`src/rtl/classifier_pkg.sv`:
```
// Shared types and widths for the classifier sequencer and its MAC partner.
package classifier_pkg;

  // Data widths on the MAC side: int4 features, int8 weights, 20-bit scores.
  localparam int X_BITS     = 4;
  localparam int W_BITS     = 8;
  localparam int SCORE_BITS = 20;

  // Default class-ID width (up to 8 classes).
  localparam int CLASS_BITS_DEFAULT = 3;

  // Sequencer states: wait, clear the MAC, stream features/weights, capture.
  typedef enum logic [1:0] {
    IDLE = 2'd0,
    CLR  = 2'd1,
    FEED = 2'd2,
    CAPT = 2'd3
  } state_t;

endpackage

```
`src/rtl/reg_intN_clr_load.sv`:
```
// Generic N-bit register with synchronous reset, clear and load enable.
module reg_intN_clr_load #(
  parameter int WIDTH = 8
) (
  input  logic             clk,
  input  logic             rst,
  input  logic             clr,
  input  logic             load,
  input  logic [WIDTH-1:0] d,
  output logic [WIDTH-1:0] q
);

  logic [WIDTH-1:0] q_q;
  logic [WIDTH-1:0] q_d;

  // Clear has priority over load; otherwise hold.
  // NOTE: every always_comb target gets a default first so no latch is inferred.
  always_comb begin
    q_d = q_q;
    if (clr) begin
      q_d = '0;
    end else if (load) begin
      q_d = d;
    end
  end

  // State register with synchronous active-high reset.
  // NOTE: sequential state uses non-blocking assignments only.
  always_ff @(posedge clk) begin
    if (rst) begin
      q_q <= '0;
    end else begin
      q_q <= q_d;
    end
  end

  assign q = q_q;

endmodule

```
`src/rtl/classifier_seq_ctrl.sv`:
```
// Sequencer for a class-by-class MAC classifier: clears the MAC, streams
// feature/weight addresses with a gapless N_FEAT+1 period per class,
// strobes the MAC, then captures the running argmax and max score.
module classifier_seq_ctrl
  import classifier_pkg::*;
#(
  parameter int N_FEAT     = 16,
  parameter int N_CLASS    = 8,
  parameter int CLASS_BITS = CLASS_BITS_DEFAULT,
  parameter int FA_BITS    = 4,
  parameter int WA_BITS    = 7
) (
  input  logic                         clk,
  input  logic                         rst,
  // control
  input  logic                         start,
  output logic                         busy,
  output logic                         done,
  // memory read ports (1-cycle read latency)
  output logic [FA_BITS-1:0]           feat_addr,
  input  logic signed [X_BITS-1:0]     feat_rdata,
  output logic [WA_BITS-1:0]           w_addr,
  input  logic signed [W_BITS-1:0]     w_rdata,
  // MAC side
  output logic                         mac_rst,
  output logic signed [X_BITS-1:0]     x_int4,
  output logic signed [W_BITS-1:0]     w_int8,
  output logic                         new_feat,
  output logic                         new_class,
  output logic [CLASS_BITS-1:0]        class_id,
  input  logic [CLASS_BITS-1:0]        max_class,
  input  logic signed [SCORE_BITS-1:0] max_score,
  // result
  output logic [CLASS_BITS-1:0]        result_class,
  output logic signed [SCORE_BITS-1:0] result_score,
  output logic                         result_valid
);

  localparam logic [FA_BITS-1:0]    FEAT_LAST  = FA_BITS'(N_FEAT - 1);
  localparam logic [CLASS_BITS-1:0] CLASS_LAST = CLASS_BITS'(N_CLASS - 1);
  localparam logic [WA_BITS-1:0]    W_LAST     = WA_BITS'(N_CLASS * N_FEAT - 1);

  state_t                 state_q, state_d;
  logic [FA_BITS-1:0]     feat_cnt_q, feat_cnt_d;
  logic [CLASS_BITS-1:0]  class_cnt_q, class_cnt_d;
  logic [WA_BITS-1:0]     w_cnt_q, w_cnt_d;
  // gap: the slot after a class's last address, where its last new_feat fires.
  logic                   gap_q, gap_d;
  // drain: the slot carrying the final new_class, before CAPT.
  logic                   drain_q, drain_d;
  logic                   new_feat_q, new_feat_d;
  logic                   new_class_q, new_class_d;
  logic [CLASS_BITS-1:0]  class_id_q, class_id_d;
  logic                   done_q, done_d;
  logic                   result_valid_q, result_valid_d;
  logic                   capt;

  // Next-state, counter and strobe logic; strobes are registered so each
  // lands exactly one cycle after the slot that produced it.
  always_comb begin
    state_d        = state_q;
    feat_cnt_d     = feat_cnt_q;
    class_cnt_d    = class_cnt_q;
    w_cnt_d        = w_cnt_q;
    gap_d          = gap_q;
    drain_d        = drain_q;
    new_feat_d     = 1'b0;
    new_class_d    = 1'b0;
    class_id_d     = '0;
    done_d         = 1'b0;
    result_valid_d = result_valid_q;

    unique case (state_q)
      IDLE: begin
        if (start) begin
          state_d        = CLR;
          result_valid_d = 1'b0;
        end
      end

      CLR: begin
        feat_cnt_d  = '0;
        class_cnt_d = '0;
        w_cnt_d     = '0;
        gap_d       = 1'b0;
        drain_d     = 1'b0;
        state_d     = FEED;
      end

      FEED: begin
        if (drain_q) begin
          drain_d = 1'b0;
          state_d = CAPT;
        end else if (gap_q) begin
          // Close the current class; the next class's first address issues
          // in the same cycle as this new_class.
          gap_d       = 1'b0;
          new_class_d = 1'b1;
          class_id_d  = class_cnt_q;
          if (class_cnt_q == CLASS_LAST) begin
            class_cnt_d = '0;
            drain_d     = 1'b1;
          end else begin
            class_cnt_d = class_cnt_q + 1'b1;
          end
        end else begin
          // Address-issue slot; data returns next cycle with new_feat.
          new_feat_d = 1'b1;
          if (feat_cnt_q == FEAT_LAST) begin
            feat_cnt_d = '0;
            gap_d      = 1'b1;
          end else begin
            feat_cnt_d = feat_cnt_q + 1'b1;
          end
          w_cnt_d = (w_cnt_q == W_LAST) ? '0 : w_cnt_q + 1'b1;
        end
      end

      CAPT: begin
        done_d         = 1'b1;
        result_valid_d = 1'b1;
        state_d        = IDLE;
      end

      default: state_d = IDLE;
    endcase
  end

  // FSM, counters and strobe registers; reset clears everything at any state.
  always_ff @(posedge clk) begin
    if (rst) begin
      state_q        <= IDLE;
      feat_cnt_q     <= '0;
      class_cnt_q    <= '0;
      w_cnt_q        <= '0;
      gap_q          <= 1'b0;
      drain_q        <= 1'b0;
      new_feat_q     <= 1'b0;
      new_class_q    <= 1'b0;
      class_id_q     <= '0;
      done_q         <= 1'b0;
      result_valid_q <= 1'b0;
    end else begin
      state_q        <= state_d;
      feat_cnt_q     <= feat_cnt_d;
      class_cnt_q    <= class_cnt_d;
      w_cnt_q        <= w_cnt_d;
      gap_q          <= gap_d;
      drain_q        <= drain_d;
      new_feat_q     <= new_feat_d;
      new_class_q    <= new_class_d;
      class_id_q     <= class_id_d;
      done_q         <= done_d;
      result_valid_q <= result_valid_d;
    end
  end

  assign capt = (state_q == CAPT);

  reg_intN_clr_load #(.WIDTH(CLASS_BITS)) u_result_class (
    .clk  (clk),
    .rst  (rst),
    .clr  (1'b0),
    .load (capt),
    .d    (max_class),
    .q    (result_class)
  );

  reg_intN_clr_load #(.WIDTH(SCORE_BITS)) u_result_score (
    .clk  (clk),
    .rst  (rst),
    .clr  (1'b0),
    .load (capt),
    .d    (max_score),
    .q    (result_score)
  );

  assign busy         = (state_q != IDLE);
  assign mac_rst      = (state_q == CLR);
  assign done         = done_q;
  assign result_valid = result_valid_q;
  assign feat_addr    = feat_cnt_q;
  assign w_addr       = w_cnt_q;
  assign new_feat     = new_feat_q;
  assign new_class    = new_class_q;
  assign class_id     = class_id_q;
  assign x_int4       = feat_rdata;
  assign w_int8       = w_rdata;

endmodule

```
`config.mk`:
```
export PLATFORM = sky130hd
export DESIGN_NAME = classifier_seq_ctrl
export DESIGN_NICKNAME = d
export VERILOG_FILES = /design/src/rtl/classifier_pkg.sv /design/src/rtl/reg_intN_clr_load.sv /design/src/rtl/classifier_seq_ctrl.sv
export SDC_FILE = /design/constraint.sdc
export NUM_CORES = 1
export LEC_CHECK = 0
export CAP_MARGIN = 40
export CORE_ASPECT_RATIO = 1.75
export CORE_MARGIN = 2
export CORE_UTILIZATION = 45
export CTS_CLUSTER_DIAMETER = 120
export DETAILED_ROUTE_END_ITERATION = 10
export MAX_ROUTING_LAYER = met4
export PLACE_DENSITY = 0.94
export SYNTH_ARGS = -nofsm -noshare
export SYNTH_HDL_FRONTEND = slang
export SYNTH_HIERARCHICAL = 1
export SYNTH_SLANG_ARGS = --single-unit
```
`constraint.sdc`:
```
create_clock -name clk -period 4.39 [get_ports clk]
set_input_delay 0.439 -clock clk [delete_from_list [all_inputs] [get_ports clk]]
set_output_delay 0.439 -clock clk [all_outputs]
set_load 0.02 [all_outputs]
```
### Word-level counts from Yosys, hierarchy flattened

Index checks and enable logic that the tools add are counted.
W data, S select, Z words.

* word-level logic and storage cells: 68
* bits of input ports: 38
* output and inout bits: 55
* register bits after elaboration: 48

* bitwise gates (word level): 2
* equal/unequal tests: 11
* multiplexer cells: 28
* reductions and logical operators: 11
* $add $sub $neg: 3

Operators with widths (number)
* $mux W7: 3
* $pmux W7 S2: 1
* $mux W4: 3
* $mux W1: 10
* $ne A2 B2 Y1 const B: 5
* $mux W3: 3
* $pmux W2 S4: 1
* $pmux W4 S2: 1
* $add A7 B1 Y7 const B: 1
* $eq A7 B7 Y1 const B: 1
* $pmux W1 S2: 3
* $pmux W3 S2: 1
* $reduce_and A2 Y1: 3
* $reduce_and A3 Y1: 2
* $reduce_bool A2 Y1: 3
* $add A4 B1 Y4 const B: 1
* $eq A2 B2 Y1 const B: 2
* $eq A4 B4 Y1 const B: 1
* $mux W2: 2
* $reduce_or A4 Y1: 1
* $add A3 B1 Y3 const B: 1
* $eq A3 B3 Y1 const B: 1
* $reduce_or A3 Y1: 1
* $eq A2 B1 Y1 const B: 1
* other kinds (2): 3

### Depth between registers and ports, before layout

* depth in word-level cells: 5
* gate-level depth with buffers: 7
* mapped depth without buffers: 6

### Cells and area by module

Netlist, hierarchy kept.

Modules (own cells, without submodules)
* classifier_seq_ctrl: area each 1249.9 um2, cells each 137, seq. area each 500.5 um2, times used 1
* reg_intN_clr_load at u_result_score: area each 729.4 um2, cells each 65, seq. area each 400.4 um2, times used 1
* reg_intN_clr_load at u_result_class: area each 105.1 um2, cells each 9, seq. area each 60.1 um2, times used 1

### Least setup slack after synthesis

No wires, ideal clock.

* path kind: flip-flop to flip-flop
* from: register state_q[1]
* to: register w_cnt_q[6] (netlist: w_addr[6])
* path slack: 2.699 ns
* period minus slack after synthesis: 1.691 ns
* cell stages (with the launch flop): 7
* buffers on the path: 1
* library setup time: 0.070 ns
* required time: 4.320 ns
* arrival time: 1.621 ns
* cell sequence: dfxtp_1 inv_1 ha_1 buf_2 nand2_2 or4b_1 a21oi_1

* cells in the longest elaborated chain, start to end: 3
* elaborated cells on any way between the ends: 7
* those cells by class: eq/ne: 4; mux: 1; reduce/logical: 2

Ends and longest elaborated chain
* start, declared: RTL line classifier_seq_ctrl.sv:43 `state_t state_q, state_d;`
* start signal, assigned: RTL line classifier_seq_ctrl.sv:144 `state_q <= state_d;`
* $eq A2 B2 Y1 / $eq A2 B1 Y1 (equally long branches): RTL line classifier_seq_ctrl.sv:73 `unique case (state_q)`
* $ne A2 B2 Y1 (no source line) / $reduce_bool A2 Y1 (equally long branches)
* $reduce_and A3 Y1 (no source line)
* end signal, assigned: RTL line classifier_seq_ctrl.sv:147 `w_cnt_q <= w_cnt_d;`
* end, declared: RTL line classifier_seq_ctrl.sv:46 `logic [WA_BITS-1:0] w_cnt_q, w_cnt_d;`

Parallel ways exist; a longest one is shown, timed or not.
A chain may end at the register's enable or synchronous reset.

### Final worst setup path

* from: register state_q[0]
* to: output busy

* cells in the longest elaborated chain, start to end: 1

Ends and longest elaborated chain
* $reduce_bool A2 Y1: RTL line classifier_seq_ctrl.sv:178 `assign busy = (state_q != IDLE);`
* end, declared: RTL line classifier_seq_ctrl.sv:17 `output logic busy,`

No other way between the ends.

==> results.tsv <==
stage	metric	value	unit
run_status	outcome	completed	
clock_network	number of CTS-inserted buffers	5	
drt	top routing layer in use	met4	
placement	area after detailed placement	2700	sq um
finish	register area	961	sq um
finish	final cell count without fillers	322	
clock_network	CTS H-tree depth	2	
logic_synthesis	number of flops mapped to enable cells by yosys	0	
clock_network	clock-pin slew on the worst setup and hold paths	0.08	ns
finish	number of nets at the end of the flow	316	
drt	routed wire length on met3	278	um
worst_setup_path	Slowest cell on crit path	clkdlybuf4s50_1	
finish	fillers	370	
drt	Post-route DRC	0	
die	IO Count	93	
global_route	via count of the first global-routing pass	1664	
logic_synthesis	warnings from Yosys	6	
pwr	standby leakage power	0.000979	uW
sta	highest clock frequency the design can meet	475	MHz
logic_synthesis	share of Yosys cell area claimed by the top area cell type	0.461	
logic_synthesis	Gate Count Post-Synth	211	
sta	final period demand of the worst path	2.10	ns
global_route	total global routing overflow	0	
global_route	pin count of the biggest net entering global routing	27	
global_route	number of antenna violations at the first check in global routing	0	
flow_run	number of maximum-capacitance violations	0	
sta	final setup vio count	0	
sta	Post-Route Hold Slack	0.503	ns
logic_synthesis	post-synthesis area per instance	9.88	sq um
die	width of the die	55.5	um
finish	antenna diode count	0	
clock_network	maximum count of clock buffers along a single path	2	
worst_setup_path	data arrival time of the worst path	1.66	ns
global_route	wire length of the first global-routing pass	7480	um
logic_synthesis	most common flop cell mapped by yosys	dfxtp_1	
drt	per-cell via count in the routed design	5.38	
sta	Slew Viols, Final	0	
sta	worst max-slew margin expressed relative to the limit	0.652	
logic_synthesis	Cell variety after synth	40	
placement	placed cell count	314	
pwr	Cell Pwr Density	383	nW/um^2
clock_network	Resize count post-CTS	0	
sta	setup TNS	0	ns
sta	RSZ-0062 raised after global routing	no	
logic_synthesis	area of the mapped netlist	2080	sq um
die	Core Rows	32	
logic_synthesis	flip-flop and latch count after synthesis	48	
worst_hold_path	path class of the lowest-slack min-delay path	reg2reg	
worst_setup_path	Critical Path, Cell by Cell	inv_1, ha_1, inv_1, clkdlybuf4s50_1	
pwr	Peak VDD IR	332	uV
drt	total via count in the routed design	1731	
die	starting density of the core	0.469	
placement	weighted congestion reported at the end of routability-driven placement	0.708	
drt	initial drt markers	73	
finish	Multi-input gate area	956	sq um
sta	number of endpoints with negative hold slack in the final report	0	
logic_synthesis	leading area contributor after synthesis	dfxtp_1	
worst_setup_path	Worst Setup End Kind	output port	
clock_network	post-CTS repair timing setup buffer count	0	
worst_setup_path	sort of element at the start of the critical path	register	
sta	Clock Skews	0.00834	ns
finish	core occupancy in the finished layout	0.627	
clock_network	clock sink count	48	
global_route	GRT Total Usage	0.185	
die	overall die height	94.0	um
clock_network	quantity of hold-fixing buffers added after cts	0	
drt	met2 layer wire length in the routed design	2640	um
clock_network	clock root cell	clkbuf_8	
worst_setup_path	CP peak stage delay	0.61	ns
sta	portion of the clock cycle consumed by the worst path in the final layout	0.479	
die	die area	5210	sq um
placement	detailed placement HPWL	3440	um
worst_setup_path	Req. time, crit path	3.95	ns
drt	total detailed-routing wirelength	4680	um
drt	wire length per cell after detailed routing	14.5	um
worst_setup_path	kind of critical path	reg2out	
clock_network	Clock Latency Late Sink	0.30	ns
logic_synthesis	fraction of registers with async set/reset	0	
worst_setup_path	maximum fanout encountered on the critical timing path	3	
worst_setup_path	most numerous cell on the critical path	inv_1	
clock_network	TritonCTS clock tree	done	
placement	Port Buf Inserts	68	
drt	first drt pass iteration count	4	
finish	Synth-to-Final Area Change	33.7	%
finish	final design area excluding fillers	2790	sq um
logic_synthesis	sequential element share of the synthesized area	0.461	
drt	M1 WL	1670	um
drt	remaining antenna violation count	0	
logic_synthesis	largest cells by area after synthesis	dfxtp_1 46%, mux2i_1 12%, nor2_1 5.6%, ha_1 4.8%, buf_4 4.3%	
finish	proportion of layout cells with a drive suffix above 1	0.0554	
sta	Tightest Pin Transition	0.521	ns
die	area of the core	4440	sq um
==> worst paths after layout <==
path / endpoint / startpoint / slack (ns) / depth (start not counted)
worst max-delay path: busy / state_q[0] / 2.29 / 4
worst min-delay path: class_id[2] / class_cnt_q[2] / 0.50 / 1
worst max register to register: w_addr[4] / state_q[1] / 2.37 / 6
worst min register to register: class_id[2] / class_cnt_q[2] / 0.50 / 1
==> routing by layer <==
| layer | track usage | vias up |
|---|---|---|
| li1 | - | 837 |
| met4 | 0.0711 | 0 |
| met5 | - | - |
| met1 | 0.171 | 824 |
| met2 | 0.353 | 62 |
| met3 | 0.0496 | 8 |
==> state kept, by name, summed over array words and instances, names as in the netlist, 2 cells and up <==
name,count
class_id,3
state_q,2
u_result_class/q,3
feat_addr,4
class_cnt_q,3
u_result_score/q,20
w_addr,7
==> kinds of logic (layout without fill, tap and decap cells) <==
group | count (synthesis) | in the layout | synth area share
DFF | 48 | 48 | 0.461
buffers and inverters | 25 | 82 | 0.0858
adders and majority gates | 8 | 8 | 0.0480
other | 1 | 4 | 0.00180
and+or+nand+nor | 76 | 76 | 0.190
AOI/OAI and AO/OA | 26 | 26 | 0.0846
muxes | 26 | 26 | 0.125
xor gates and xnor gates | 1 | 1 | 0.00420
==> layout make-up <==
cell class              count  share of cell area
clock buffers               5              0.0247
flip-flops and latches     48               0.345
inverters                   4             0.00539
multi-input cells         141               0.343
clock inverters             3             0.00674
well taps                  51              0.0229
repair buffers             70               0.252
==> cell usage in the layout (no fill, tap or decap), types with 3 or more instances in the layout <==
cell | netlist | routed
clkdlybuf4s50_1 | 0 | 68
dfxtp_1 | 48 | 48
nor2_1 | 31 | 31
mux2i_1 | 26 | 26
nand2_1 | 10 | 10
ha_1 | 8 | 8
nand3_1 | 7 | 7
a21oi_1 | 7 | 7
a22oi_1 | 5 | 5
nor3_1 | 5 | 5
clkbuf_8 | 0 | 5
inv_1 | 4 | 4
o21ai_1 | 4 | 4
conb_1 | 1 | 4
nor2b_1 | 3 | 3
and2_1 | 3 | 3
or3_1 | 3 | 3
==> synth_stat cells (3+ instances only) <==
master,count
buf_4,12
nand3_1,7
or3_1,3
nand2_1,10
mux2i_1,26
o21ai_1,4
nor3_1,5
nor2_1,31
nor2b_1,3
a21oi_1,7
a22oi_1,5
buf_6,5
dfxtp_1,48
and2_1,3
ha_1,8
inv_1,4
==> critical path, delay by kind of cell (launching register included) <==
family	cells	cell delay, ns
adders and majority gates	1	0.23
DFF	1	0.37
buffers and inverters	3	0.78
==> stage by stage <==
stage               total power, uW  setup slack [ns]
floorplan                       724              2.70
global placement                801              2.29
detailed placement              817              2.42
CTS                            1080              2.27
global route                   1120              2.18
finish                         1070              2.29
==> report_power, final <==
part | total (uW) | switching [uW] | internal [uW] | leakage, uW
Clock | 256 | 145 | 111 | 0.0000479
Sequential | 474 | 16.8 | 457 | 0.000387
Combinational | 336 | 202 | 135 | 0.000544
Total | 1070 | 363 | 703 | 0.000979
Power figures use the tool's default switching activity.
